$ cat config.mk
export PLATFORM = sky130hd
export DESIGN_NAME = pcpi_m_frontend
export DESIGN_NICKNAME = d
export VERILOG_FILES = /design/src/rtl/pcpi_m_frontend.sv
export SDC_FILE = /design/constraint.sdc
export NUM_CORES = 1
export LEC_CHECK = 0
export CORE_AREA = 2 2 192 175
export CTS_CLUSTER_DIAMETER = 40
export CTS_CLUSTER_SIZE = 40
export DETAILED_ROUTE_END_ITERATION = 6
export DIE_AREA = 0 0 194 177
export PLACE_DENSITY_LB_ADDON = 0.12
export SYNTH_ARGS = -nofsm -noshare
export SYNTH_HDL_FRONTEND = slang
export SYNTH_SLANG_ARGS = --single-unit
export TNS_END_PERCENT = 5
$ cat constraint.sdc
create_clock -name clk -period 2.6 [get_ports clk]
set_input_delay 0.52 -clock clk [delete_from_list [all_inputs] [get_ports clk]]
set_output_delay 0.52 -clock clk [all_outputs]
set_load 0.02 [all_outputs]
$ cat src/rtl/pcpi_m_frontend.sv
// pcpi_m_frontend: PCPI front end for the M-extension unit. It decodes MUL/DIV
// requests, holds the operands stable for the unit and returns the result. A
// one-entry result cache answers an exact repeat of the last instruction.
// Latency: on a miss m_valid rises one cycle after acceptance and pcpi_ready
// follows one cycle after m_ready. On a hit pcpi_ready rises one cycle after
// acceptance.
// Flow control: pcpi_wait is held while the unit runs. After the response the
// block waits for pcpi_valid to drop before it accepts another request.
//
// Ports:
//   clk, resetn                      clock, asynchronous active-low reset
//   pcpi_valid/insn/rs1/rs2          request from the CPU
//   pcpi_wr/rd/wait/ready            response to the CPU (all registered)
//   flush                            invalidate the result cache
//   m_valid/insn/rs1/rs2             start pulse and held operands to the M unit
//   m_ready/wr/rd                    completion from the M unit (m_wr unused)
module pcpi_m_frontend #(
    parameter bit         CACHE_EN = 1'b1,
    parameter logic [6:0] OPCODE_M = 7'b0110011,
    parameter logic [6:0] FUNCT7_M = 7'b0000001
) (
    input  logic        clk,
    input  logic        resetn,
    input  logic        pcpi_valid,
    input  logic [31:0] pcpi_insn,
    input  logic [31:0] pcpi_rs1,
    input  logic [31:0] pcpi_rs2,
    output logic        pcpi_wr,
    output logic [31:0] pcpi_rd,
    output logic        pcpi_wait,
    output logic        pcpi_ready,
    input  logic        flush,
    output logic        m_valid,
    output logic [31:0] m_insn,
    output logic [31:0] m_rs1,
    output logic [31:0] m_rs2,
    input  logic        m_ready,
    input  logic        m_wr,
    input  logic [31:0] m_rd
);

    typedef enum logic [2:0] {
        S_IDLE    = 3'd0,
        S_ISSUE   = 3'd1,
        S_WAIT    = 3'd2,
        S_RESP    = 3'd3,
        S_RELEASE = 3'd4
    } state_t;

    localparam int TAG_W = 3 + 32 + 32;

    state_t             state;
    logic               aborted;
    logic               cache_vld;
    logic [TAG_W-1:0]   cache_tag;
    logic [31:0]        cache_dat;

    logic               req_dec;
    logic [TAG_W-1:0]   req_tag;
    logic [TAG_W-1:0]   run_tag;
    logic               cache_match;
    logic               req_gone;

    // Every completed instruction writes rd, so the unit's write enable is not needed.
    logic unused_m_wr;
    assign unused_m_wr = m_wr;

    assign req_dec = pcpi_valid
                  && (pcpi_insn[6:0]   == OPCODE_M)
                  && (pcpi_insn[31:25] == FUNCT7_M);

    // funct3 is part of the tag, so MUL and MULH with the same operands are
    // stored as separate entries.
    assign req_tag = {pcpi_insn[14:12], pcpi_rs1, pcpi_rs2};
    assign run_tag = {m_insn[14:12], m_rs1, m_rs2};

    // A flush that arrives together with a request takes effect before the
    // lookup, so the request misses.
    assign cache_match = CACHE_EN && cache_vld && !flush && (req_tag == cache_tag);

    // The CPU drops the request when it gives up or moves on. The current
    // operation still finishes, but no response is returned.
    assign req_gone = aborted || !pcpi_valid;

    always_ff @(posedge clk or negedge resetn) begin
        if (!resetn) begin
            state      <= S_IDLE;
            aborted    <= 1'b0;
            cache_vld  <= 1'b0;
            cache_tag  <= '0;
            cache_dat  <= '0;
            m_valid    <= 1'b0;
            m_insn     <= '0;
            m_rs1      <= '0;
            m_rs2      <= '0;
            pcpi_wr    <= 1'b0;
            pcpi_rd    <= '0;
            pcpi_wait  <= 1'b0;
            pcpi_ready <= 1'b0;
        end else begin
            // These outputs are single-cycle pulses. pcpi_rd stays zero
            // except while pcpi_ready is high.
            m_valid    <= 1'b0;
            pcpi_ready <= 1'b0;
            pcpi_wr    <= 1'b0;
            pcpi_rd    <= '0;

            case (state)
                S_IDLE: begin
                    if (req_dec) begin
                        m_insn  <= pcpi_insn;
                        m_rs1   <= pcpi_rs1;
                        m_rs2   <= pcpi_rs2;
                        aborted <= 1'b0;
                        if (cache_match) begin
                            pcpi_ready <= 1'b1;
                            pcpi_wr    <= 1'b1;
                            pcpi_rd    <= cache_dat;
                            state      <= S_RESP;
                        end else begin
                            m_valid   <= 1'b1;
                            pcpi_wait <= 1'b1;
                            state     <= S_ISSUE;
                        end
                    end
                end

                S_ISSUE: begin
                    if (!pcpi_valid) begin
                        aborted <= 1'b1;
                    end
                    state <= S_WAIT;
                end

                S_WAIT: begin
                    if (m_ready) begin
                        // The result is cached even when the request was
                        // abandoned, because the unit did complete the work.
                        cache_tag <= run_tag;
                        cache_dat <= m_rd;
                        cache_vld <= CACHE_EN;
                        pcpi_wait <= 1'b0;
                        if (req_gone) begin
                            state <= S_IDLE;
                        end else begin
                            pcpi_ready <= 1'b1;
                            pcpi_wr    <= 1'b1;
                            pcpi_rd    <= m_rd;
                            state      <= S_RESP;
                        end
                    end else if (!pcpi_valid) begin
                        aborted <= 1'b1;
                    end
                end

                S_RESP: begin
                    state <= S_RELEASE;
                end

                S_RELEASE: begin
                    // Accept nothing until the CPU has dropped the request it
                    // was just given an answer for.
                    if (!pcpi_valid) begin
                        state <= S_IDLE;
                    end
                end

                default: begin
                    state     <= S_IDLE;
                    pcpi_wait <= 1'b0;
                end
            endcase

            // This is placed last so that it overrides a cache write in the
            // same cycle.
            if (flush) begin
                cache_vld <= 1'b0;
            end
        end
    end

endmodule

==> impl_metrics.py <==
metrics = {
    "outcome": {
        "status": "completed",
    },
    "synth": {
        "ys_seq_area_frac": 0.611,
        "synthesis.area_mm2": 0.00963,
        "synth_top_cell_area_share": 0.611,
        "yosys.area_share.simple": 0.165,
        "async_flop_share": 1.00,
        "synth_top_area_cell": "dfrtp_1",
        "synth.area.top_cells": "dfrtp_1 61%, nand2_1 11%, mux2_2 9.6%, xnor2_1 3.5%, a32o_1 2.4%",
        "synth_fa_ha_area_frac": 0,
        "syn_nets": 990,
        "synthFlopType": "dfrtp_1",
        "netlist_instances": 856,
        "muxShareOfSynthArea": 0.0959,
        "synth_area_per_cell_um2": 11.3,
        "ys_types": 41,
        "ys_warn_count": 0,
        "synth_seq_cells": 235,
        "synth-edff-count": 0,
        "synth_compound_area_frac": 0.0575,
        "synth_xor_area_frac": 0.0455,
        "synth_top_family_by_area": "simple AND/OR/NAND/NOR gates",
    },
    "critical_path": {
        "crit_path_max_fanout": 3,
        "critPathArrivalTime_ns": 2.81,
        "crit_path_start_kind": "input pin",
        "end_kind": "flip-flop",
        "crit_required_ns": 3.01,
        "path_class": "in2reg",
        "rr_worst_depth": 7,
    },
    "grt": {
        "antenna_found_initial": 2,
        "grtUsageTotal": 0.157,
        "grt_pass1_wl_um": 42300,
        "grt_max_degree": 61,
        "grt_overflow_total": 0,
        "grt_pass1_vias": 7279,
    },
    "clock_tree": {
        "insertion_delay_ns": 0.52,
        "cts_root_buffer": "clkbuf_16",
        "clock_path_buffers": 3,
        "cts_hold_buf": 1,
        "cts_buffers": 43,
        "cts_htree_levels": 2,
        "tritoncts": "done",
        "clk_pin_slew_ns": 0.05,
        "post_cts_resized": 0,
        "cts_sinks": 235,
        "cts_setup_buffers": 0,
    },
    "sta": {
        "rsz0062_at_grt": "no",
        "finalCritPeriodShare": 0.922,
        "fmax_mhz": 417,
        "fin_skew_ns": 0.0150,
        "final.setup.tns_ns": 0,
        "worst_slew_pin_slew_ns": 0.523,
        "setup-violations-final": 0,
        "hold_violations": 0,
        "slew_headroom": 0.651,
        "fin_crit_ns": 2.40,
        "layout_setup_ws_ns": 0.202,
        "slew_viol_final": 0,
    },
    "routing": {
        "vias": 7194,
        "drc": 0,
        "viasPerCell": 4.46,
        "first_iter_violations": 370,
        "routed_wl_um": 27200,
        "firstDrtPassIters": 5,
        "final_antenna_net_count": 0,
        "wl_per_cell_um": 16.9,
    },
    "floorplanning": {
        "start_util": 0.297,
        "die_area_mm2": 0.0343,
        "rows": 63,
        "core_mm2": 0.0325,
        "die_h_um": 177,
        "die_w_um": 194,
        "ios": 266,
    },
    "layout": {
        "mostFrequentLayoutCells": "290 x nand2_1, 263 x clkdlybuf4s50_1, 235 x dfrtp_1",
        "final_common_cell": "nand2_1",
        "fillers": 3068,
        "area_growth_pct": 51.6,
        "final_area_mm2": 0.0146,
        "final_net_count": 1289,
        "layout-drive-gt1-share": 0.172,
    },
    "pwr": {
        "p_leak_nw": 6.91,
        "peakVddDrop_mv": 0.549,
        "p_per_area_mw_per_mm2": 733,
    },
    "placement": {
        "hpwl_um": 18700,
        "io_buffers": 264,
        "placed_cell_area_mm2": 0.0131,
        "place_ws_ns": -0.421,
        "place.gp.congestion": 0.728,
    },
    "flow_run": {
        "maxCapViolCount": 0,
    },
    "min_path": {
        "holdCritPathClass": "reg2reg",
        "min_path_cells": 1,
    },
}
-- power by group --
group	internal (mW)	switching (mW)
registers	3.95	0.141
clock network	3.93	1.95
logic	0.363	0.365
-- path summary, 6_finish.rpt --
path                               from       endpoint  slack [ns]
max reg2reg                cache_tag[9]       state[1]        0.27
min reg2reg                  m_insn[25]     m_insn[25]        0.46
max                        pcpi_rs2[21]       state[1]        0.20
min in group asynchronous        resetn  cache_tag[41]        0.53
max in group asynchronous        resetn     m_insn[29]        1.36
min                          m_insn[25]     m_insn[25]        0.46
-- kinds of logic after synthesis --
family / count (synthesis)
compound gates: 61
xor+xnor: 50
buf+inv: 57
flops: 235
mux: 82
simple gates: 371
-- routing by layer --
metal | GRT usage | up-vias | wire [um] | part of all wire
met4 | 0.0398 | 2 | 437 | 0.016
met1 | 0.211 | 3460 | 12300 | 0.45
met2 | 0.239 | 220 | 12100 | 0.44
met3 | 0.0575 | 41 | 2390 | 0.088
li1 | - | 3471 | - | -
met5 | 0 | - | 7 | 0.00026
-- worst max-delay path: stages --
cell	delay (ns)
clkdlybuf4s50_1	0.47
nor2b_1	0.16
a2111o_1	0.40
nor4_1	0.37
nand3_1	0.24
or3_1	0.46
o41ai_2	0.21
-- cell usage after synthesis (2+ instances only) --
| cell | n |
|---|---|
| nand4b_1 | 2 |
| nand3_1 | 2 |
| clkbuf_1 | 28 |
| o21bai_1 | 2 |
| a32o_1 | 23 |
| xor2_1 | 12 |
| buf_4 | 3 |
| nor3_1 | 3 |
| nor4b_2 | 2 |
| buf_2 | 9 |
| nand2b_1 | 8 |
| nand4_1 | 11 |
| o21ai_0 | 8 |
| buf_1 | 3 |
| a22o_1 | 11 |
| a21oi_1 | 2 |
| nor4_1 | 7 |
| nor2_1 | 12 |
| or2_2 | 6 |
| nor2b_1 | 22 |
| a2111o_1 | 3 |
| nand2_1 | 291 |
| mux2_2 | 82 |
| xnor2_1 | 38 |
| o221ai_1 | 4 |
| inv_1 | 13 |
| dfrtp_1 | 235 |
-- registers in the layout, summed over array words and instances (netlist names) --
| signal | count |
|---|---|
| state | 3 |
| aborted | 1 |
| pcpi_rd | 32 |
| m_rs2 | 32 |
| cache_dat | 32 |
| cache_tag | 67 |
| m_insn | 32 |
| m_rs1 | 32 |
| pcpi_wait | 1 |
| pcpi_ready | 1 |
| cache_vld | 1 |
| m_valid | 1 |
-- metrics by stage --
step	instances	power, mW	hold WS, ns	util
floorplan	856	4.44	0.224	-
global placement	1531	4.87	0.452	0.402
detailed placement	1531	4.89	0.453	0.402
CTS	1611	10.9	0.464	0.449
global route	1611	11.2	0.486	0.449
finish	1613	10.7	0.462	0.450
-- layout make-up --
class | instances | area [um2] | area share
timing repair buffer | 298 | 3070 | 0.210
antenna | 2 | 5.00 | 0.000343
clock inverter | 26 | 359 | 0.0246
clock buffer | 53 | 1170 | 0.0805
tap | 422 | 528 | 0.0362
inverter | 13 | 48.8 | 0.00334
multi-input combinational | 564 | 3540 | 0.242
sequential | 235 | 5880 | 0.403
No activity file was read; power rests on OpenSTA's default activity.
